$ cat config.mk
export PLATFORM = sky130hd
export DESIGN_NAME = cache_lookup_ctrl
export DESIGN_NICKNAME = d
export VERILOG_FILES = /design/src/rtl/cache_lookup_ctrl_pkg.sv /design/src/rtl/cache_lookup_ctrl_plru.sv /design/src/rtl/cache_lookup_ctrl.sv
export SDC_FILE = /design/constraint.sdc
export NUM_CORES = 1
export LEC_CHECK = 0
export ABC_AREA = 1
export BUFFER_PORTS_ARGS = -buffer_cell sky130_fd_sc_hd__buf_2
export CAP_MARGIN = 20
export CORE_ASPECT_RATIO = 0.8
export CORE_MARGIN = 4
export CORE_UTILIZATION = 54
export CTS_CLUSTER_DIAMETER = 40
export CTS_CLUSTER_SIZE = 14
export DETAILED_ROUTE_END_ITERATION = 8
export PLACE_DENSITY_LB_ADDON = 0.15
export SLEW_MARGIN = 10
export SYNTH_ARGS = -nofsm -noshare
export SYNTH_HDL_FRONTEND = slang
export SYNTH_HIERARCHICAL = 1
export SYNTH_SLANG_ARGS = --single-unit
$ cat constraint.sdc
create_clock -name clk -period 10.2 [get_ports clk]
set_input_delay 1.02 -clock clk [delete_from_list [all_inputs] [get_ports clk]]
set_output_delay 1.02 -clock clk [all_outputs]
set_load 0.02 [all_outputs]
$ cat src/rtl/cache_lookup_ctrl_pkg.sv
// ---------------------------------------------------------------------------
// cache_lookup_ctrl_pkg
// Shared definitions for the read-path lookup control of the 4-way cache
// with 32-byte lines: controller state encoding, geometry constants, and
// small address-split and way helper functions.
// ---------------------------------------------------------------------------
package cache_lookup_ctrl_pkg;

  localparam int OFFSET_BITS = 5;
  localparam int WAYS        = 4;

  localparam logic [31:0] LINE_MASK = 32'h0000_001F;

  typedef enum logic [1:0] {
    IDLE    = 2'd0,
    COMPARE = 2'd1,
    REFILL  = 2'd2,
    REREAD  = 2'd3
  } state_t;

  // Byte offset within the line.
  function automatic logic [OFFSET_BITS-1:0] addr_offset(input logic [31:0] addr);
    return OFFSET_BITS'(addr & LINE_MASK);
  endfunction

  // Line-aligned address, i.e. {tag, set, 5'b0}.
  function automatic logic [31:0] line_base(input logic [31:0] addr);
    return addr & ~LINE_MASK;
  endfunction

  // Two-bit way number to one-hot write enable.
  function automatic logic [WAYS-1:0] way_onehot(input logic [1:0] way);
    return 4'b0001 << way;
  endfunction

  // Lowest-numbered way whose valid bit is clear; 3 if all are valid.
  function automatic logic [1:0] first_invalid(input logic [WAYS-1:0] valid);
    if (!valid[0])      return 2'd0;
    else if (!valid[1]) return 2'd1;
    else if (!valid[2]) return 2'd2;
    else                return 2'd3;
  endfunction

endpackage

$ cat src/rtl/cache_lookup_ctrl_plru.sv
// ---------------------------------------------------------------------------
// plru_tree4
// Combinational tree pseudo-LRU for one 4-way set entry.
//   bit0 : which half holds the victim (0 -> ways 0/1, 1 -> ways 2/3)
//   bit1 : victim within ways 0/1 (0 -> way0, 1 -> way1)
//   bit2 : victim within ways 2/3 (0 -> way2, 1 -> way3)
// Ports:
//   i_plru        current 3-bit tree state of the set
//   i_access_way  way being hit or filled
//   o_victim      way the tree currently points at
//   o_plru_next   tree state after touching i_access_way
// ---------------------------------------------------------------------------
module plru_tree4 (
  input  logic [2:0] i_plru,
  input  logic [1:0] i_access_way,
  output logic [1:0] o_victim,
  output logic [2:0] o_plru_next
);

  always_comb begin
    o_victim = i_plru[0] ? {1'b1, i_plru[2]} : {1'b0, i_plru[1]};
  end

  // Touching a way points the root at the other half and the half's
  // leaf bit at the sibling way; the other leaf is left alone.
  always_comb begin
    o_plru_next = i_plru;
    if (!i_access_way[1]) begin
      o_plru_next[0] = 1'b1;
      o_plru_next[1] = ~i_access_way[0];
    end else begin
      o_plru_next[0] = 1'b0;
      o_plru_next[2] = ~i_access_way[0];
    end
  end

endmodule

$ cat src/rtl/cache_lookup_ctrl.sv
// ---------------------------------------------------------------------------
// cache_lookup_ctrl
// Read-path control stage of a 4-way, 32-byte-line cache. Accepts UFP read
// requests, owns per-set valid bits and pseudo-LRU trees, compares the way
// tags, drives the downstream word mux, and runs a DFP line refill on a
// miss, writing the returned line into the victim way.
//
// Optional build macro: CACHE_PERF_CNT_EN adds saturating hit_count and
// miss_count outputs.
//
// Ports:
//   clk, rst_n     clock, asynchronous active-low reset
//   ufp_addr       request byte address
//   ufp_rmask      byte read mask, non-zero marks a request
//   ufp_resp       one-cycle response strobe
//   arr_index      set index to the tag/data arrays
//   arr_tag        way tags, valid one cycle after arr_index
//   arr_we         one-hot way write enable on refill
//   arr_wtag       tag written on refill
//   line_select    hit way to the word mux
//   offset, rmask  latched request offset and mask to the word mux
//   dfp_addr       line-aligned refill address
//   dfp_read       refill request, held until dfp_resp
//   hit_count, miss_count  (CACHE_PERF_CNT_EN only)
//   dfp_resp       refill data returned
// ---------------------------------------------------------------------------
module cache_lookup_ctrl
  import cache_lookup_ctrl_pkg::*;
#(
  parameter int SET_BITS = 4
) (
  input  logic                        clk,
  input  logic                        rst_n,
  input  logic [31:0]                 ufp_addr,
  input  logic [3:0]                  ufp_rmask,
  output logic                        ufp_resp,
  output logic [SET_BITS-1:0]         arr_index,
  input  logic [4*(27-SET_BITS)-1:0]  arr_tag,
  output logic [3:0]                  arr_we,
  output logic [27-SET_BITS-1:0]      arr_wtag,
  output logic [1:0]                  line_select,
  output logic [4:0]                  offset,
  output logic [3:0]                  rmask,
  output logic [31:0]                 dfp_addr,
  output logic                        dfp_read,
`ifdef CACHE_PERF_CNT_EN
  output logic [31:0]                 hit_count,
  output logic [31:0]                 miss_count,
`endif
  input  logic                        dfp_resp
);

  localparam int TAG_BITS = 27 - SET_BITS;
  localparam int SETS     = 2 ** SET_BITS;

  state_t r_state;
  state_t w_next_state;

  logic [31:0]         r_addr;
  logic [3:0]          r_rmask;
  logic [WAYS-1:0]     r_valid [SETS];
  logic [2:0]          r_plru  [SETS];

  logic [TAG_BITS-1:0] w_req_tag;
  logic [SET_BITS-1:0] w_req_set;
  logic [WAYS-1:0]     w_hit;
  logic                w_hit_any;
  logic [1:0]          w_hit_way;
  logic [1:0]          w_plru_victim;
  logic [1:0]          w_victim;
  logic [1:0]          w_access_way;
  logic [2:0]          w_plru_next;
  logic                w_accept;
  logic                w_plru_we;
  logic                w_fill;

  assign w_req_tag = r_addr[31:OFFSET_BITS+SET_BITS];
  assign w_req_set = r_addr[OFFSET_BITS+SET_BITS-1:OFFSET_BITS];
  assign arr_wtag  = w_req_tag;
  assign offset    = addr_offset(r_addr);
  assign rmask     = r_rmask;

  always_comb begin
    w_hit = '0;
    for (int w = 0; w < WAYS; w++) begin
      w_hit[w] = r_valid[w_req_set][w] &&
                 (arr_tag[w*TAG_BITS +: TAG_BITS] == w_req_tag);
    end
  end

  assign w_hit_any = |w_hit;

  always_comb begin
    casez (w_hit)
      4'b???1: w_hit_way = 2'd0;
      4'b??10: w_hit_way = 2'd1;
      4'b?100: w_hit_way = 2'd2;
      4'b1000: w_hit_way = 2'd3;
      default: w_hit_way = 2'd0;
    endcase
  end

  // Invalid ways are filled first so a cold set never evicts live data.
  assign w_victim     = (&r_valid[w_req_set]) ? w_plru_victim
                                              : first_invalid(r_valid[w_req_set]);
  assign w_access_way = w_fill ? w_victim : w_hit_way;

  plru_tree4 u_plru (
    .i_plru       (r_plru[w_req_set]),
    .i_access_way (w_access_way),
    .o_victim     (w_plru_victim),
    .o_plru_next  (w_plru_next)
  );

  // Next state and all combinational outputs. The array index follows the
  // incoming request whenever one can be accepted this cycle so that its
  // tags arrive in time for the following COMPARE.
  always_comb begin
    w_next_state = r_state;
    ufp_resp     = 1'b0;
    line_select  = 2'd0;
    arr_we       = '0;
    dfp_read     = 1'b0;
    dfp_addr     = '0;
    arr_index    = w_req_set;
    w_accept     = 1'b0;
    w_plru_we    = 1'b0;
    w_fill       = 1'b0;
    unique case (r_state)
      IDLE: begin
        arr_index = ufp_addr[OFFSET_BITS+SET_BITS-1:OFFSET_BITS];
        if (ufp_rmask != 4'd0) begin
          w_accept     = 1'b1;
          w_next_state = COMPARE;
        end
      end
      COMPARE: begin
        if (w_hit_any) begin
          ufp_resp    = 1'b1;
          line_select = w_hit_way;
          w_plru_we   = 1'b1;
          if (ufp_rmask != 4'd0) begin
            w_accept     = 1'b1;
            arr_index    = ufp_addr[OFFSET_BITS+SET_BITS-1:OFFSET_BITS];
            w_next_state = COMPARE;
          end else begin
            w_next_state = IDLE;
          end
        end else begin
          w_next_state = REFILL;
        end
      end
      REFILL: begin
        dfp_read = 1'b1;
        dfp_addr = line_base(r_addr);
        if (dfp_resp) begin
          arr_we       = way_onehot(w_victim);
          w_fill       = 1'b1;
          w_plru_we    = 1'b1;
          w_next_state = REREAD;
        end
      end
      REREAD: begin
        w_next_state = COMPARE;
      end
      default: begin
        w_next_state = IDLE;
      end
    endcase
  end

  always_ff @(posedge clk or negedge rst_n) begin
    if (!rst_n) begin
      r_state <= IDLE;
    end else begin
      r_state <= w_next_state;
    end
  end

  always_ff @(posedge clk or negedge rst_n) begin
    if (!rst_n) begin
      r_addr  <= '0;
      r_rmask <= '0;
    end else if (w_accept) begin
      r_addr  <= ufp_addr;
      r_rmask <= ufp_rmask;
    end
  end

  always_ff @(posedge clk or negedge rst_n) begin
    if (!rst_n) begin
      for (int s = 0; s < SETS; s++) begin
        r_valid[s] <= '0;
        r_plru[s]  <= '0;
      end
    end else begin
      if (w_fill) begin
        r_valid[w_req_set][w_victim] <= 1'b1;
      end
      if (w_plru_we) begin
        r_plru[w_req_set] <= w_plru_next;
      end
    end
  end

`ifdef CACHE_PERF_CNT_EN
  logic r_post_fill;

  // The COMPARE following REREAD is the refill's own guaranteed hit and
  // is not counted as a hit.
  always_ff @(posedge clk or negedge rst_n) begin
    if (!rst_n) begin
      r_post_fill <= 1'b0;
      hit_count   <= '0;
      miss_count  <= '0;
    end else begin
      r_post_fill <= (r_state == REREAD);
      if (r_state == COMPARE) begin
        if (w_hit_any && !r_post_fill && (hit_count != 32'hFFFF_FFFF)) begin
          hit_count <= hit_count + 32'd1;
        end
        if (!w_hit_any && (miss_count != 32'hFFFF_FFFF)) begin
          miss_count <= miss_count + 32'd1;
        end
      end
    end
  end
`endif

endmodule

## Word-level counts from Yosys, hierarchy flattened

Index checks and enable logic that the tools add are counted.

- Bits in writable memories: 0
- Register bits after elaboration: 150
- Memories: 0
- Bits in latches: 0
- Bits in read-only memories: 0
- Logic and storage cells: 111

- Eq/ne operators: 12
- Order comparisons: 4
- Multiplexer cells: 45
- Div/mod/pow operators: 0
- Shift-type cells: 1
- Reduce and logical (&&, ||, !) cells: 11
- $add $sub $neg: 0
- Bitwise logic cells: 3
- Multiply operators: 0

Operators by type and width:

| kind | number |
|---|---|
| == test 23 bit | 4 |
| OR 64 bit | 1 |
| bitwise mux 48 bit | 1 |
| two-way mux 32 bit | 1 |
| two-way mux 4 bit | 7 |
| two-way mux 2 bit | 10 |
| binary-select mux 4 bit (select 4 bit) | 1 |
| demux 4 bit (select 4 bit) | 1 |
| two-way mux 1 bit | 13 |
| binary-select mux 3 bit (select 4 bit) | 1 |
| demux 3 bit (select 4 bit) | 1 |
| two-way mux 3 bit | 3 |
| one-hot mux 2 bit (4 select lines) | 1 |
| one-hot mux 4 bit (2 select lines) | 1 |
| == test 2 bit, second input constant | 3 |
| logical AND 1 bit | 6 |
| one-hot mux 2 bit (3 select lines) | 1 |
| >= comparator 5 bit, second input constant | 1 |
| < comparator 5 x 1 -> 1 bit, second input constant | 1 |
| inverter 4 -> 5 bit | 1 |
| == test 4 bit, second input constant | 1 |
| inequality test 2 bit, second input constant | 2 |
| one-hot mux 1 bit (2 select lines) | 2 |
| AND reduction 4 bit | 1 |
| other kinds (11) | 11 |

## Longest topological paths before layout

Gate-level depths: netlist (run 1).

- Depth after elaboration: 15
- Mapped depth: 24

## By module

Netlist (run 1), hierarchy kept.

Modules (own cells, without submodules):

| module | cells each | sequential area each (um^2) | area an instance (um^2) | instances |
|---|---|---|---|---|
| cache_lookup_ctrl | 1386 | 3753.6 | 9522.9 | 1 |
| plru_tree4 | 12 | 0.0 | 50.0 | 1 |

## Worst setup path before layout (run 1)

OpenSTA, ideal clock, no wires.

- Kind: register to output
- Start: register r_addr[6]
- End: output port arr_we[1]
- Cell stages (with the launch flop): 16
- Required time: 9.180 ns
- Path buffers: 6
- Arrival: 2.922 ns
- Path slack: 6.258 ns
- Cell sequence: dfrtp_1 buf_4 buf_2 nor2_1 clkbuf_1 a22oi_1 a21oi_1 or4_1 buf_4 nor2_1 o21ai_1 nand3_2 inv_2 buf_6 buf_4 nor3_1

- Elaborated cells on any way between the ends: 16

RTL lines:

| what | RTL line | source |
|---|---|---|
| from (decl) | cache_lookup_ctrl.sv:59 | `logic [31:0] r_addr;` |
| from (signal assigned) | cache_lookup_ctrl.sv:185 | `r_addr <= ufp_addr;` |
| inverter 4 -> 5 bit (implied by the code) | cache_lookup_ctrl.sv:109 | `.i_plru (r_plru[w_req_set]),` |
| binary-select mux 3 bit (select 4 bit) | cache_lookup_ctrl.sv:109 |  |
| two-way mux 3 bit (implied by the code) (2 in series) | cache_lookup_ctrl.sv:109 |  |
| two-way mux 2 bit | cache_lookup_ctrl_plru.sv:21 | `o_victim = i_plru[0] ? {1'b1, i_plru[2]} : {1'b0, i_plru[1]};` |
| via w_plru_victim[1] | cache_lookup_ctrl.sv:69 | `logic [1:0] w_plru_victim;` |
| two-way mux 2 bit | cache_lookup_ctrl.sv:104 | `assign w_victim = (&r_valid[w_req_set]) ? w_plru_victim` |
| left shift 1 x 2 -> 4 bit | cache_lookup_ctrl_pkg.sv:33 | `return 4'b0001 << way;` |
| two-way mux 4 bit | cache_lookup_ctrl.sv:156 | `if (dfp_resp) begin` |
| two-way mux 4 bit | cache_lookup_ctrl.sv:129 | `unique case (r_state)` |
| to (decl) | cache_lookup_ctrl.sv:39 | `output logic [3:0] arr_we,` |

The timed path passes the listed nets, and every way through them passes these cells. The select of a mux whose other input is x is not followed.

## Worst setup path in the final report (run 1)

- Start: register r_addr[6]
- End: output port arr_we[2]

Same word-level chain as after synthesis.

==> impl_results.html, run 1 <==
<table>
<tr><th>Metric</th><th>Value</th></tr>
<tr><th colspan="2">Logic synthesis</th></tr>
<tr><td>Sequential area share after synthesis</td><td>between 30% and 40%</td></tr>
<tr><td>Post-synthesis mux area share</td><td>0%</td></tr>
<tr><td>Synth Warn #</td><td>6</td></tr>
<tr><td>Number of flip-flops and latches in the synthesized netlist</td><td>150</td></tr>
<tr><td>Complex-gate fraction of the synthesized area</td><td>9.097%</td></tr>
<tr><td>Dominant combinational cell family by area after synthesis</td><td>simple AND/OR/NAND/NOR gates</td></tr>
<tr><td>Post-Synth Adder-Cell Area</td><td>0.3921%</td></tr>
<tr><td>Number of different library cells in the post-synthesis netlist</td><td>37</td></tr>
<tr><td>Proportion of synthesized flip-flops having asynchronous set or reset</td><td>100.0%</td></tr>
<tr><td>Synth Area in Simple Gates</td><td>34.61%</td></tr>
<tr><td>Post-synthesis area per instance</td><td>6.848 um^2</td></tr>
<tr><td>Post-synth EDFFs</td><td>0</td></tr>
<tr><td>Dominant register cell in the synthesized netlist</td><td>sky130_fd_sc_hd__dfrtp_1</td></tr>
<tr><td>Area of the mapped netlist</td><td>roughly 9600 um^2</td></tr>
<tr><td>Number of standard cells after synthesis</td><td>about 1400</td></tr>
<tr><td>Share of the synthesized netlist area taken by xor and xnor gates</td><td>2.653%</td></tr>
<tr><th colspan="2">Place</th></tr>
<tr><td>Worst-case setup slack after placement</td><td>approximately 5.3 ns</td></tr>
<tr><td>Port-buffer cells</td><td>around 200</td></tr>
<tr><td>HPWL Detailed</td><td>19.92 mm</td></tr>
<tr><td>Post-Place Cells</td><td>1739</td></tr>
<tr><td>Final GP Congestion</td><td>0.9271</td></tr>
<tr><th colspan="2">Final layout</th></tr>
<tr><td>Post-Route Utilization</td><td>between 60% and 70%</td></tr>
<tr><td>Post-route non-filler standard cell count</td><td>between 1500 and 2000</td></tr>
<tr><td>Fraction of layout cells with a size suffix above 1</td><td>18.37%</td></tr>
<tr><td>Area delta synth-&gt;final</td><td>14.77%</td></tr>
<tr><td>Diodes inserted</td><td>0</td></tr>
<tr><td>Final net count</td><td>around 1700</td></tr>
<tr><th colspan="2">Timing</th></tr>
<tr><td>Period minus WS final</td><td>about 5.4 ns</td></tr>
<tr><td>Final Setup Violations</td><td>0</td></tr>
<tr><td>Max Fclk</td><td>~190 MHz</td></tr>
<tr><td>Worst slew margin</td><td>39.20%</td></tr>
<tr><td>Max-slew violation count</td><td>0</td></tr>
<tr><td>Unrepaired setup endpoints after global routing</td><td>no</td></tr>
<tr><td>Tightest Pin Transition</td><td>0.9087 ns</td></tr>
<tr><td>Summed negative setup slack over all endpoints</td><td>0 ns</td></tr>
<tr><td>Total count of hold-check failures in the final report</td><td>0</td></tr>
<tr><td>Final critical-path share of the clock period</td><td>52.79%</td></tr>
<tr><td>Hold_ws</td><td>0.4455 ns</td></tr>
<tr><td>Final setup skew</td><td>0.006352 ns</td></tr>
<tr><td>Fin worst setup slack</td><td>4.816 ns</td></tr>
<tr><th colspan="2">Worst setup path</th></tr>
<tr><td>Cell family contributing the most delay on the critical path</td><td>simple AND/OR/NAND/NOR gates</td></tr>
<tr><td>Cell with the most instances on the worst path</td><td>sky130_fd_sc_hd__nand2_1</td></tr>
<tr><td>Maximum fanout encountered on the critical timing path</td><td>21</td></tr>
<tr><td>Type of the worst setup path</td><td>flop to output port</td></tr>
<tr><td>Critical Path Start Type</td><td>flop</td></tr>
<tr><td>Arrival time at the worst endpoint</td><td>4.36 ns</td></tr>
<tr><td>Cells traversed along the worst timing path</td><td>inv_2, nor2_1, a22oi_1, a21oi_1, or4_1, nand2_1, nand2_1, nor2_2, o21ai_4, nor2_1, nand2_1, inv_1, buf_2</td></tr>
<tr><td>Destination of the worst register-to-register timing path</td><td>r_plru[41]</td></tr>
<tr><td>Worst flop-to-flop path startpoint</td><td>r_addr[6]</td></tr>
<tr><td>Buf+Inv Stages, Crit Path</td><td>3</td></tr>
<tr><td>Slowest cell delay on critical path</td><td>~0.8 ns</td></tr>
<tr><td>Capturing element type of the critical path</td><td>output port</td></tr>
<tr><td>Source of the critical timing path</td><td>r_addr[6]</td></tr>
<tr><td>Library cell contributing the largest single delay on the critical path</td><td>sky130_fd_sc_hd__dfrtp_1</td></tr>
<tr><td>Worst setup slack for register-to-register paths</td><td>about 5.5 ns</td></tr>
<tr><td>Worst path required time</td><td>approximately 9 ns</td></tr>
<tr><td>Reg2reg path depth</td><td>17</td></tr>
<tr><th colspan="2">Clock network</th></tr>
<tr><td>Clk pin slew, worst setup/hold paths</td><td>0.06 ns</td></tr>
<tr><td>Count of hold buffers inserted by post-cts repair</td><td>0</td></tr>
<tr><td>Post-cts sizing count</td><td>0</td></tr>
<tr><td>Clk sinks</td><td>150</td></tr>
<tr><td>Clock root cell</td><td>sky130_fd_sc_hd__clkbuf_16</td></tr>
<tr><td>H-tree levels</td><td>4</td></tr>
<tr><td>Maximum number of buffers from clock root to sink</td><td>2</td></tr>
<tr><td>Skew-Pair Late Insertion Delay</td><td>0.43 ns</td></tr>
<tr><td>Number of setup buffers added after CTS</td><td>0</td></tr>
<tr><td>TritonCTS Buffers</td><td>17</td></tr>
<tr><td>Clock tree from TritonCTS</td><td>yes</td></tr>
<tr><th colspan="2">Die</th></tr>
<tr><td>Number of I/O pins</td><td>a little over 200</td></tr>
<tr><td>Starting Density</td><td>between 50% and 60%</td></tr>
<tr><td>Die ar.</td><td>~20000 um^2</td></tr>
<tr><td>Total number of placement rows</td><td>43</td></tr>
<tr><td>Core region area</td><td>17380 um^2</td></tr>
<tr><td>Die extent in x</td><td>about 160 um</td></tr>
<tr><td>Chip Height</td><td>127.1 um</td></tr>
<tr><th colspan="2">Power and ir drop</th></tr>
<tr><td>Lkg Pwr</td><td>roughly 6.4 nW</td></tr>
<tr><td>Power Dens Cells</td><td>about 280 nW/um^2</td></tr>
<tr><td>Internal power component</td><td>1.627 mW</td></tr>
<tr><td>Switching portion of total power</td><td>47.93%</td></tr>
<tr><td>Power spent charging and discharging nets</td><td>1.497 mW</td></tr>
<tr><td>Combinational share of power</td><td>47.5%</td></tr>
<tr><td>Share of total power in sequential cells</td><td>29.9%</td></tr>
<tr><td>Clk pwr share</td><td>22.6%</td></tr>
<tr><td>Worst supply voltage drop on vdd</td><td>0.2188 mV</td></tr>
<tr><th colspan="2">Outcome</th></tr>
<tr><td>Run status</td><td>complete, no violations</td></tr>
<tr><th colspan="2">Route</th></tr>
<tr><td>Post-DRT Antenna Nets</td><td>0</td></tr>
<tr><td>WL per Instance</td><td>15.43 um</td></tr>
<tr><td>Drt via density</td><td>5.191</td></tr>
<tr><td>DRC violation count after routing</td><td>0</td></tr>
<tr><td>Wirelength, routed</td><td>27.32 mm</td></tr>
<tr><td>Total number of vias</td><td>approximately 9200</td></tr>
<tr><td>1st-iter DRT viols</td><td>between 700 and 800</td></tr>
<tr><td>Number of optimization iterations in the first detailed-route pass</td><td>9</td></tr>
<tr><th colspan="2">Worst hold path</th></tr>
<tr><td>Min-Delay Startpoint</td><td>r_valid[29]</td></tr>
<tr><td>Worst hold path depth</td><td>2</td></tr>
<tr><td>Hold worst-path end</td><td>r_valid[29]</td></tr>
<tr><td>Tightest Hold Check Type</td><td>flop to flop</td></tr>
<tr><th colspan="2">GRT</th></tr>
<tr><td>Gr ovfl total</td><td>0</td></tr>
<tr><td>Number of global-route vias before repair</td><td>8244</td></tr>
<tr><td>Wire length of the first global-routing pass</td><td>43.52 mm</td></tr>
<tr><td>GRT Util Overall</td><td>around 27%</td></tr>
<tr><td>Maximum number of pins on one net before global-route repair</td><td>85</td></tr>
<tr><td>Antenna violations before repair</td><td>0</td></tr>
<tr><th colspan="2">Run</th></tr>
<tr><td>Number of maximum-capacitance violations</td><td>0</td></tr>
</table>
[layout make-up]
cell class                 count  area, um^2
clock inverter                11       196.4
sequential                   150        3755
clock buffer                  20       466.7
inverter                     190       713.2
fill                        1572        6391
multi-input combinational    967        4497
timing repair buffer         208        1077
tap                          225       281.5
[registers in the layout, indices dropped and copies added, names as in the netlist]
name and flops:
r_addr 32, r_plru 48, r_state 2, r_valid 64
rmask 4
[cell usage in the layout (no fill, tap or decap), types with 6 or more instances in the layout]
cell type and count:
sky130_fd_sc_hd__nand2_1 569, sky130_fd_sc_hd__buf_2 200, sky130_fd_sc_hd__inv_1 185, sky130_fd_sc_hd__dfrtp_1 149, sky130_fd_sc_hd__nor2_1 106, sky130_fd_sc_hd__nand4_1 48
sky130_fd_sc_hd__o21ai_1 35, sky130_fd_sc_hd__nand3_1 32, sky130_fd_sc_hd__o21ai_0 31, sky130_fd_sc_hd__a22oi_1 28, sky130_fd_sc_hd__xor2_1 20, sky130_fd_sc_hd__clkbuf_16 17
sky130_fd_sc_hd__nand3_2 14, sky130_fd_sc_hd__a21oi_1 13, sky130_fd_sc_hd__o21bai_1 11, sky130_fd_sc_hd__xnor2_1 9, sky130_fd_sc_hd__a31o_2 9, sky130_fd_sc_hd__a21o_1 9
sky130_fd_sc_hd__buf_4 6
[metrics by stage]
| step | area (um^2) | power [mW] |
|---|---|---|
| detailed placement | 10300 | 2.394 |
| finish | 10990 | 3.124 |
| CTS | 10970 | 3.107 |
| global placement | 10300 | 2.379 |
| global route | 10990 | 3.340 |
| floorplan | 9588 | 2.108 |
[metal layers]
metal	vias up	wire (um)	track usage [%]	part of all wire, %
met5	-	0	0	0
li1	4558	-	-	-
met3	49	2442	6.299	8.9
met1	4231	12380	40.74	45
met2	356	11910	39.78	44
met4	0	587	8.520	2.1
[synth_stat cells (5+ instances only)]
library cell	n	area, um^2
sky130_fd_sc_hd__nor2_1	106	397.9
sky130_fd_sc_hd__inv_2	5	18.77
sky130_fd_sc_hd__o21ai_0	31	155.2
sky130_fd_sc_hd__xnor2_1	9	78.83
sky130_fd_sc_hd__dfrtp_1	150	3754
sky130_fd_sc_hd__clkbuf_1	13	48.80
sky130_fd_sc_hd__buf_4	46	345.3
sky130_fd_sc_hd__inv_1	185	694.4
sky130_fd_sc_hd__a22oi_1	28	210.2
sky130_fd_sc_hd__xor2_1	20	175.2
sky130_fd_sc_hd__nand4_1	48	300.3
sky130_fd_sc_hd__o21bai_1	11	82.58
sky130_fd_sc_hd__o21ai_1	35	175.2
sky130_fd_sc_hd__buf_2	16	80.08
sky130_fd_sc_hd__nand3_1	32	160.2
sky130_fd_sc_hd__nand3_2	14	140.1
sky130_fd_sc_hd__nor2_2	5	31.28
sky130_fd_sc_hd__buf_1	8	30.03
sky130_fd_sc_hd__nand2_1	569	2136
sky130_fd_sc_hd__a21o_1	9	67.56
sky130_fd_sc_hd__a21oi_1	13	65.06
sky130_fd_sc_hd__a31o_2	9	78.83
sky130_fd_sc_hd__buf_6	10	112.6
[worst min-delay path: stages, from the launching register on]
cell,delay (ns)
sky130_fd_sc_hd__dfrtp_1,0.32
sky130_fd_sc_hd__inv_1,0.04
sky130_fd_sc_hd__nand2_1,0.05
[worst max path at each step]
| stage | to | slack, ns | cells past startpoint |
|---|---|---|---|
| finish | arr_we[2] | 4.82 | 13 |
| global route | arr_we[2] | 4.47 | 14 |
| floorplan | arr_we[1] | 6.26 | 15 |
| detailed placement | arr_we[2] | 5.35 | 13 |
| CTS | arr_we[2] | 4.85 | 13 |
| global placement | arr_we[2] | 5.44 | 13 |
[power groups by stage]
stage          Sequential (mW)  Combinational (mW)  Clock (mW)
2_1_floorplan            0.851                1.26           0
3_5_place_dp             0.937                1.46           0
5_1_grt                  0.957                1.64       0.740
3_3_place_gp             0.941                1.44           0
6_report                 0.934                1.48       0.705
4_1_cts                  0.931                1.46       0.713
[cell families after synthesis]
kind of cell,after synthesis
fa+ha+maj,3
buf+inv,285
simple gates,790
other cells,1
flops,150
compound gates,140
xor+xnor,29
No activity file was read; power rests on OpenSTA's default activity.
==> run 2: changes to the inputs <==
Clock period 10.2 ns to 5.3 ns, I/O delays scaled along.
==> impl_results.html, run 2 (synthesized netlist as in run 1, its figures left out) <==
<table>
<tr><th>Metric</th><th>Value</th></tr>
<tr><th colspan="2">Outcome</th></tr>
<tr><td>Run status</td><td>complete, no violations</td></tr>
<tr><th colspan="2">Route</th></tr>
<tr><td>Metal1 wirelength</td><td>12.75 mm</td></tr>
<tr><td>Drt via density</td><td>5.174</td></tr>
<tr><td>Highest metal layer with signal wires</td><td>met4</td></tr>
<tr><td>DRC violation count after routing</td><td>0</td></tr>
<tr><td>Wirelength, routed</td><td>27.36 mm</td></tr>
<tr><td>Total length of routed met3 wires</td><td>2.430 mm</td></tr>
<tr><td>Number of optimization iterations in the first detailed-route pass</td><td>7</td></tr>
<tr><td>1st-iter DRT viols</td><td>876</td></tr>
<tr><td>Total number of vias</td><td>9178</td></tr>
<tr><td>Total met2 wirelength after detailed routing</td><td>between 10 and 15 mm</td></tr>
<tr><td>WL per Instance</td><td>about 15 um</td></tr>
<tr><td>Post-DRT Antenna Nets</td><td>0</td></tr>
<tr><th colspan="2">Final layout</th></tr>
<tr><td>Leading cell type in the layout, fill and taps excluded</td><td>sky130_fd_sc_hd__nand2_1</td></tr>
<tr><td>Diodes inserted</td><td>0</td></tr>
<tr><td>Final Instance Area</td><td>10870 um^2</td></tr>
<tr><td>Number of fill cells</td><td>1580</td></tr>
<tr><td>Most flops, register</td><td>r_valid</td></tr>
<tr><td>Largest registers in the final layout</td><td>r_valid: 64 flops, r_plru: 48 flops, r_addr: 32 flops</td></tr>
<tr><td>Area delta synth-&gt;final</td><td>13.55%</td></tr>
<tr><td>Final net count</td><td>1670</td></tr>
<tr><td>Highest-count cells in the layout ignoring fill and taps</td><td>sky130_fd_sc_hd__nand2_1, sky130_fd_sc_hd__buf_2, sky130_fd_sc_hd__inv_1, sky130_fd_sc_hd__dfrtp_1, sky130_fd_sc_hd__nor2_1</td></tr>
<tr><td>Flip-flop count of the largest register after layout</td><td>64</td></tr>
<tr><td>Fraction of layout cells with a size suffix above 1</td><td>18.46%</td></tr>
<tr><th colspan="2">Place</th></tr>
<tr><td>Final GP Congestion</td><td>0.9470</td></tr>
<tr><td>Area after DPL</td><td>between 10000 and 15000 um^2</td></tr>
<tr><td>HPWL Detailed</td><td>between 20 and 25 mm</td></tr>
<tr><td>Port-buffer cells</td><td>approximately 200</td></tr>
<tr><th colspan="2">Clock network</th></tr>
<tr><td>Number of setup buffers added after CTS</td><td>0</td></tr>
<tr><td>Count of hold buffers inserted by post-cts repair</td><td>0</td></tr>
<tr><td>Skew-Pair Late Insertion Delay</td><td>0.43 ns</td></tr>
<tr><td>TritonCTS Buffers</td><td>17</td></tr>
<tr><td>Clk pin slew, worst setup/hold paths</td><td>0.06 ns</td></tr>
<tr><td>Clock root cell</td><td>sky130_fd_sc_hd__clkbuf_16</td></tr>
<tr><td>Clock tree from TritonCTS</td><td>yes</td></tr>
<tr><td>Post-cts sizing count</td><td>0</td></tr>
<tr><td>H-tree levels</td><td>4</td></tr>
<tr><td>Clk sinks</td><td>150</td></tr>
<tr><td>Maximum number of buffers from clock root to sink</td><td>2</td></tr>
<tr><th colspan="2">Die</th></tr>
<tr><td>Core region area</td><td>roughly 17000 um^2</td></tr>
<tr><td>Die extent in x</td><td>approximately 160 um</td></tr>
<tr><td>Chip Height</td><td>around 130 um</td></tr>
<tr><td>Total number of placement rows</td><td>between 40 and 50</td></tr>
<tr><td>Starting Density</td><td>55.09%</td></tr>
<tr><td>Number of I/O pins</td><td>207</td></tr>
<tr><td>Die ar.</td><td>19940 um^2</td></tr>
<tr><th colspan="2">GRT</th></tr>
<tr><td>Wire length of the first global-routing pass</td><td>about 44 mm</td></tr>
<tr><td>GRT Util Overall</td><td>27.49%</td></tr>
<tr><td>Number of global-route vias before repair</td><td>8369</td></tr>
<tr><td>Antenna violations before repair</td><td>0</td></tr>
<tr><td>Gr ovfl total</td><td>0</td></tr>
<tr><td>Maximum number of pins on one net before global-route repair</td><td>109</td></tr>
<tr><th colspan="2">Worst hold path</th></tr>
<tr><td>Tightest Hold Check Type</td><td>input port to asynchronous set/reset pin</td></tr>
<tr><th colspan="2">Timing</th></tr>
<tr><td>Final setup skew</td><td>0.008714 ns</td></tr>
<tr><td>Final Setup Violations</td><td>0</td></tr>
<tr><td>Final critical-path share of the clock period</td><td>about 90%</td></tr>
<tr><td>Unrepaired setup endpoints after global routing</td><td>no</td></tr>
<tr><td>Total count of hold-check failures in the final report</td><td>0</td></tr>
<tr><td>Max-slew violation count</td><td>0</td></tr>
<tr><td>Tightest Pin Transition</td><td>approximately 1 ns</td></tr>
<tr><td>Period minus WS final</td><td>4.758 ns</td></tr>
<tr><td>Max Fclk</td><td>210.2 MHz</td></tr>
<tr><td>Worst slew margin</td><td>about 33%</td></tr>
<tr><td>Summed negative setup slack over all endpoints</td><td>0 ns</td></tr>
<tr><th colspan="2">Worst setup path</th></tr>
<tr><td>Worst setup slack for register-to-register paths</td><td>0.71 ns</td></tr>
<tr><td>Capturing element type of the critical path</td><td>output port</td></tr>
<tr><td>Reg2reg path depth</td><td>16</td></tr>
<tr><td>Destination of the worst register-to-register timing path</td><td>r_plru[5]</td></tr>
<tr><td>Worst path required time</td><td>~4.8 ns</td></tr>
<tr><td>Worst flop-to-flop path startpoint</td><td>r_addr[6]</td></tr>
<tr><td>Arrival time at the worst endpoint</td><td>4.23 ns</td></tr>
<tr><td>Maximum fanout encountered on the critical timing path</td><td>21</td></tr>
<tr><td>Type of the worst setup path</td><td>flop to output port</td></tr>
<tr><td>Critical Path Start Type</td><td>flop</td></tr>
<tr><th colspan="2">Power and ir drop</th></tr>
<tr><td>Total design power</td><td>between 5 and 6 mW</td></tr>
<tr><td>Power Dens Cells</td><td>529.8 nW/um^2</td></tr>
<tr><td>Lkg Pwr</td><td>around 6.3 nW</td></tr>
<tr><td>Worst supply voltage drop on vdd</td><td>0.3858 mV</td></tr>
<tr><th colspan="2">Run</th></tr>
<tr><td>Number of maximum-capacitance violations</td><td>0</td></tr>
</table>
[run 2: cell types whose count changed in the layout (fill, tap and decap cells not counted), sizes merged]
cell / before / now
bufinv: 5 / 0
clkinvlp: 2 / 6
buf: 208 / 210
inv: 191 / 193
clkbuf: 20 / 19
clkinv: 3 / 4
[run 2: how the worst max path moves through the flow]
| stage | cells after the start | start | endpoint | slack [ns] |
|---|---|---|---|---|
| 3_3_place_gp | 17 | r_addr[6] | r_plru[5] | 1.12 |
| 6_report | 12 | r_addr[6] | arr_we[1] | 0.54 |
| 3_5_place_dp | 16 | r_addr[6] | r_plru[5] | 0.89 |
| 2_1_floorplan | 21 | r_addr[6] | r_plru[34] | 1.72 |
| 4_1_cts | 12 | r_addr[6] | arr_we[3] | 0.66 |
| 5_1_grt | 12 | r_addr[6] | arr_we[3] | 0.28 |
[run 2: metrics by stage]
step	hold slack [ns]	util (%)	std cells	setup slack, ns
2_1_floorplan	0.2344	-	1402	1.715
3_3_place_gp	0.4278	59.42	1742	1.122
3_5_place_dp	0.4330	59.42	1742	0.8948
4_1_cts	0.2742	62.55	1774	0.6633
5_1_grt	0.2858	62.55	1774	0.2762
6_report	0.2218	62.55	1774	0.5418
[run 2: where the power goes]
| part | switching (mW) | internal, mW |
|---|---|---|
| clock network | 0.510 | 0.615 |
| logic | 1.99 | 0.833 |
| registers | 0.383 | 1.43 |
[run 2: worst max-delay path, cell delays in order (launching register included)]
cell                      delay (ns)
sky130_fd_sc_hd__dfrtp_1        0.81
sky130_fd_sc_hd__inv_2          0.32
sky130_fd_sc_hd__nor2_1         0.82
sky130_fd_sc_hd__a22oi_1        0.17
sky130_fd_sc_hd__a21oi_1        0.19
sky130_fd_sc_hd__or4_1          0.17
sky130_fd_sc_hd__nand2_1        0.06
sky130_fd_sc_hd__nand2_1        0.07
sky130_fd_sc_hd__nor2_2         0.05
sky130_fd_sc_hd__o21ai_4        0.42
sky130_fd_sc_hd__nand2_4        0.14
sky130_fd_sc_hd__nor3_1         0.34
sky130_fd_sc_hd__buf_2          0.23
[run 2: area by class of cell]
class,count,area (um^2),area share [%]
multi-input cells,967,4497,41.37
flip-flops and latches,150,3755,34.54
repair buffers,210,1080,9.933
inverters,190,713.2,6.561
clock buffers,19,442.9,4.075
well taps,225,281.5,2.590
clock inverters,13,101.3,0.9323
[run 2: routing by layer]
| layer | up-vias | track usage [%] |
|---|---|---|
| met5 | - | 0 |
| li1 | 4562 | - |
| met2 | 362 | 40.97 |
| met4 | 0 | 5.306 |
| met1 | 4228 | 40.82 |
| met3 | 26 | 7.315 |
==> run 3: changes to the inputs <==
Settings changed: CTS_BUF_LIST set to sky130_fd_sc_hd__clkbuf_2 sky130_fd_sc_hd__clkbuf_4 sky130_fd_sc_hd__clkbuf_8, REMOVE_ABC_BUFFERS set to 1, SETUP_SLACK_MARGIN set to 0.2.
==> impl_results.html, run 3 (synthesized netlist as in run 1, its figures left out) <==
<table>
<tr><th>Metric</th><th>Value</th></tr>
<tr><th colspan="2">Die</th></tr>
<tr><td>Starting Density</td><td>55.09%</td></tr>
<tr><td>Chip Height</td><td>127.1 um</td></tr>
<tr><td>Die ar.</td><td>~20000 um^2</td></tr>
<tr><td>Core region area</td><td>17380 um^2</td></tr>
<tr><td>Number of I/O pins</td><td>207</td></tr>
<tr><td>Total number of placement rows</td><td>43</td></tr>
<tr><td>Die extent in x</td><td>156.9 um</td></tr>
<tr><th colspan="2">Timing</th></tr>
<tr><td>Total count of hold-check failures in the final report</td><td>0</td></tr>
<tr><td>Tightest Pin Transition</td><td>approximately 0.9 ns</td></tr>
<tr><td>Final Setup Violations</td><td>0</td></tr>
<tr><td>Period minus WS final</td><td>4.537 ns</td></tr>
<tr><td>Max-slew violation count</td><td>0</td></tr>
<tr><td>Unrepaired setup endpoints after global routing</td><td>no</td></tr>
<tr><td>Final critical-path share of the clock period</td><td>85.60%</td></tr>
<tr><td>Final setup skew</td><td>0.01294 ns</td></tr>
<tr><td>Max Fclk</td><td>220.4 MHz</td></tr>
<tr><td>Summed negative setup slack over all endpoints</td><td>0 ns</td></tr>
<tr><td>Worst slew margin</td><td>38.36%</td></tr>
<tr><th colspan="2">Route</th></tr>
<tr><td>1st-iter DRT viols</td><td>795</td></tr>
<tr><td>Wirelength, routed</td><td>approximately 27 mm</td></tr>
<tr><td>Number of optimization iterations in the first detailed-route pass</td><td>5</td></tr>
<tr><td>Total number of vias</td><td>roughly 9100</td></tr>
<tr><td>Drt via density</td><td>5.134</td></tr>
<tr><td>WL per Instance</td><td>15.33 um</td></tr>
<tr><td>DRC violation count after routing</td><td>0</td></tr>
<tr><td>Post-DRT Antenna Nets</td><td>0</td></tr>
<tr><th colspan="2">Clock network</th></tr>
<tr><td>Count of hold buffers inserted by post-cts repair</td><td>0</td></tr>
<tr><td>Clock tree from TritonCTS</td><td>yes</td></tr>
<tr><td>Clk pin slew, worst setup/hold paths</td><td>around 0.090 ns</td></tr>
<tr><td>Clk sinks</td><td>150</td></tr>
<tr><td>Clock root cell</td><td>sky130_fd_sc_hd__clkbuf_8</td></tr>
<tr><td>Skew-Pair Late Insertion Delay</td><td>~0.45 ns</td></tr>
<tr><td>H-tree levels</td><td>4</td></tr>
<tr><td>Maximum number of buffers from clock root to sink</td><td>2</td></tr>
<tr><td>TritonCTS Buffers</td><td>17</td></tr>
<tr><td>Number of setup buffers added after CTS</td><td>0</td></tr>
<tr><td>Post-cts sizing count</td><td>0</td></tr>
<tr><th colspan="2">Worst setup path</th></tr>
<tr><td>Type of the worst setup path</td><td>flop to output port</td></tr>
<tr><td>Maximum fanout encountered on the critical timing path</td><td>21</td></tr>
<tr><td>Capturing element type of the critical path</td><td>output port</td></tr>
<tr><td>Worst path required time</td><td>4.77 ns</td></tr>
<tr><td>Cells traversed along the worst timing path</td><td>inv_2, nor2_1, buf_4, a22oi_1, a21oi_1, or4_1, inv_1, nand2_1, nand2_1, nor2_2, o21ai_4, nand2_4, nor3_1, buf_2</td></tr>
<tr><td>Cell with the most instances on the worst path</td><td>sky130_fd_sc_hd__nand2_1</td></tr>
<tr><td>Library cell contributing the largest single delay on the critical path</td><td>sky130_fd_sc_hd__dfrtp_1</td></tr>
<tr><td>Arrival time at the worst endpoint</td><td>roughly 4.0 ns</td></tr>
<tr><td>Slowest cell delay on critical path</td><td>0.65 ns</td></tr>
<tr><td>Critical Path Start Type</td><td>flop</td></tr>
<tr><th colspan="2">Final layout</th></tr>
<tr><td>Most flops, register</td><td>r_valid</td></tr>
<tr><td>Highest-count cells in the layout ignoring fill and taps</td><td>sky130_fd_sc_hd__nand2_1, sky130_fd_sc_hd__buf_2, sky130_fd_sc_hd__inv_1, sky130_fd_sc_hd__dfrtp_1, sky130_fd_sc_hd__nor2_1</td></tr>
<tr><td>Area delta synth-&gt;final</td><td>11.85%</td></tr>
<tr><td>Number of fill cells</td><td>1633</td></tr>
<tr><td>Final net count</td><td>1669</td></tr>
<tr><td>Largest registers in the final layout</td><td>r_valid: 64 flops, r_plru: 48 flops, r_addr: 32 flops</td></tr>
<tr><td>Fraction of layout cells with a size suffix above 1</td><td>18.42%</td></tr>
<tr><td>Post-route non-filler standard cell count</td><td>1773</td></tr>
<tr><td>Flip-flop count of the largest register after layout</td><td>64</td></tr>
<tr><td>Leading cell type in the layout, fill and taps excluded</td><td>sky130_fd_sc_hd__nand2_1</td></tr>
<tr><th colspan="2">Outcome</th></tr>
<tr><td>Run status</td><td>complete, no violations</td></tr>
<tr><th colspan="2">Run</th></tr>
<tr><td>Number of maximum-capacitance violations</td><td>0</td></tr>
<tr><th colspan="2">Place</th></tr>
<tr><td>HPWL Detailed</td><td>just over 20 mm</td></tr>
<tr><td>Post-Place Cells</td><td>~1700</td></tr>
<tr><td>Final GP Congestion</td><td>0.9855</td></tr>
<tr><td>Port-buffer cells</td><td>201</td></tr>
<tr><th colspan="2">Power and ir drop</th></tr>
<tr><td>Power Dens Cells</td><td>515.9 nW/um^2</td></tr>
<tr><td>Lkg Pwr</td><td>6.260 nW</td></tr>
<tr><td>Total design power</td><td>5.524 mW</td></tr>
<tr><td>Worst supply voltage drop on vdd</td><td>0.4265 mV</td></tr>
<tr><th colspan="2">Worst hold path</th></tr>
<tr><td>Tightest Hold Check Type</td><td>input port to asynchronous set/reset pin</td></tr>
<tr><th colspan="2">GRT</th></tr>
<tr><td>Antenna violations before repair</td><td>1</td></tr>
<tr><td>Gr ovfl total</td><td>0</td></tr>
<tr><td>Maximum number of pins on one net before global-route repair</td><td>96</td></tr>
<tr><td>Wire length of the first global-routing pass</td><td>42.99 mm</td></tr>
<tr><td>GRT Util Overall</td><td>27.18%</td></tr>
<tr><td>Number of global-route vias before repair</td><td>8036</td></tr>
</table>
==> run 3: cell count changes in the layout (fill, tap and decap cells not counted), moves of 2 or more <==
cell | before | now
sky130_fd_sc_hd__clkbuf_16 | 17 | 0
sky130_fd_sc_hd__clkbuf_8 | 1 | 19
sky130_fd_sc_hd__clkinv_4 | 2 | 0
sky130_fd_sc_hd__clkbuf_4 | 0 | 3
sky130_fd_sc_hd__inv_6 | 2 | 0
sky130_fd_sc_hd__bufinv_16 | 0 | 2
sky130_fd_sc_hd__clkinv_2 | 2 | 4
sky130_fd_sc_hd__clkinvlp_4 | 6 | 3
==> run 3: worst paths after layout <==
check,startpoint,end,slack [ns],depth (start not counted)
worst max-delay path,r_addr[6],arr_we[1],0.76,14
worst min-delay path,rst_n,r_addr[11],0.13,1
worst max register to register,r_addr[6],r_plru[38],0.93,19
worst min register to register,r_valid[47],r_valid[47],0.45,2
max in group asynchronous,rst_n,r_addr[8],3.87,2
min in group clk,ufp_addr[0],r_addr[0],0.27,3
==> run 3: metrics by stage <==
stage	cell area [um^2]	hold WS [ns]	setup WS, ns	utilization [%]
finish	10710	0.1296	0.7630	61.62
global route	10710	0.2102	0.4902	61.62
CTS	10710	0.1773	0.7768	61.60
detailed placement	10320	0.4335	0.9745	59.38
global placement	10320	0.4300	1.097	59.38
floorplan	8961	0.2344	0.8045	-
==> run 3: final cells by class <==
| cell class | count | area [um^2] | area share, % |
|---|---|---|---|
| Sequential cell | 150 | 3755 | 35.07 |
| Antenna cell | 1 | 2.502 | 0.02337 |
| Clock buffer | 22 | 284.0 | 2.652 |
| Timing Repair Buffer | 209 | 1072 | 10.01 |
| Multi-Input combinational cell | 967 | 4497 | 42.00 |
| Tap cell | 225 | 281.5 | 2.629 |
| Inverter | 190 | 713.2 | 6.660 |
| Clock inverter | 9 | 102.6 | 0.9582 |
==> run 3: critical path: cells and delay by family, from the launching register on <==
family | cells | cell delay [ns]
and+or+nand+nor | 7 | 1.28
buffers and inverters | 4 | 0.92
AOI/OAI and AO/OA | 3 | 0.71
DFF | 1 | 0.65
==> run 3: where the power goes <==
group	internal, mW	switching, mW	total [mW]
Combinational	0.830	2.02	2.85
Clock	0.453	0.428	0.881
Sequential	1.42	0.373	1.80
Total	2.71	2.82	5.52
==> run 3: routing by layer <==
metal	global-route usage, %	routed length [um]
met5	0	0
met3	5.147	2012
met1	41.73	12890
met2	39.30	11720
met4	7.551	554
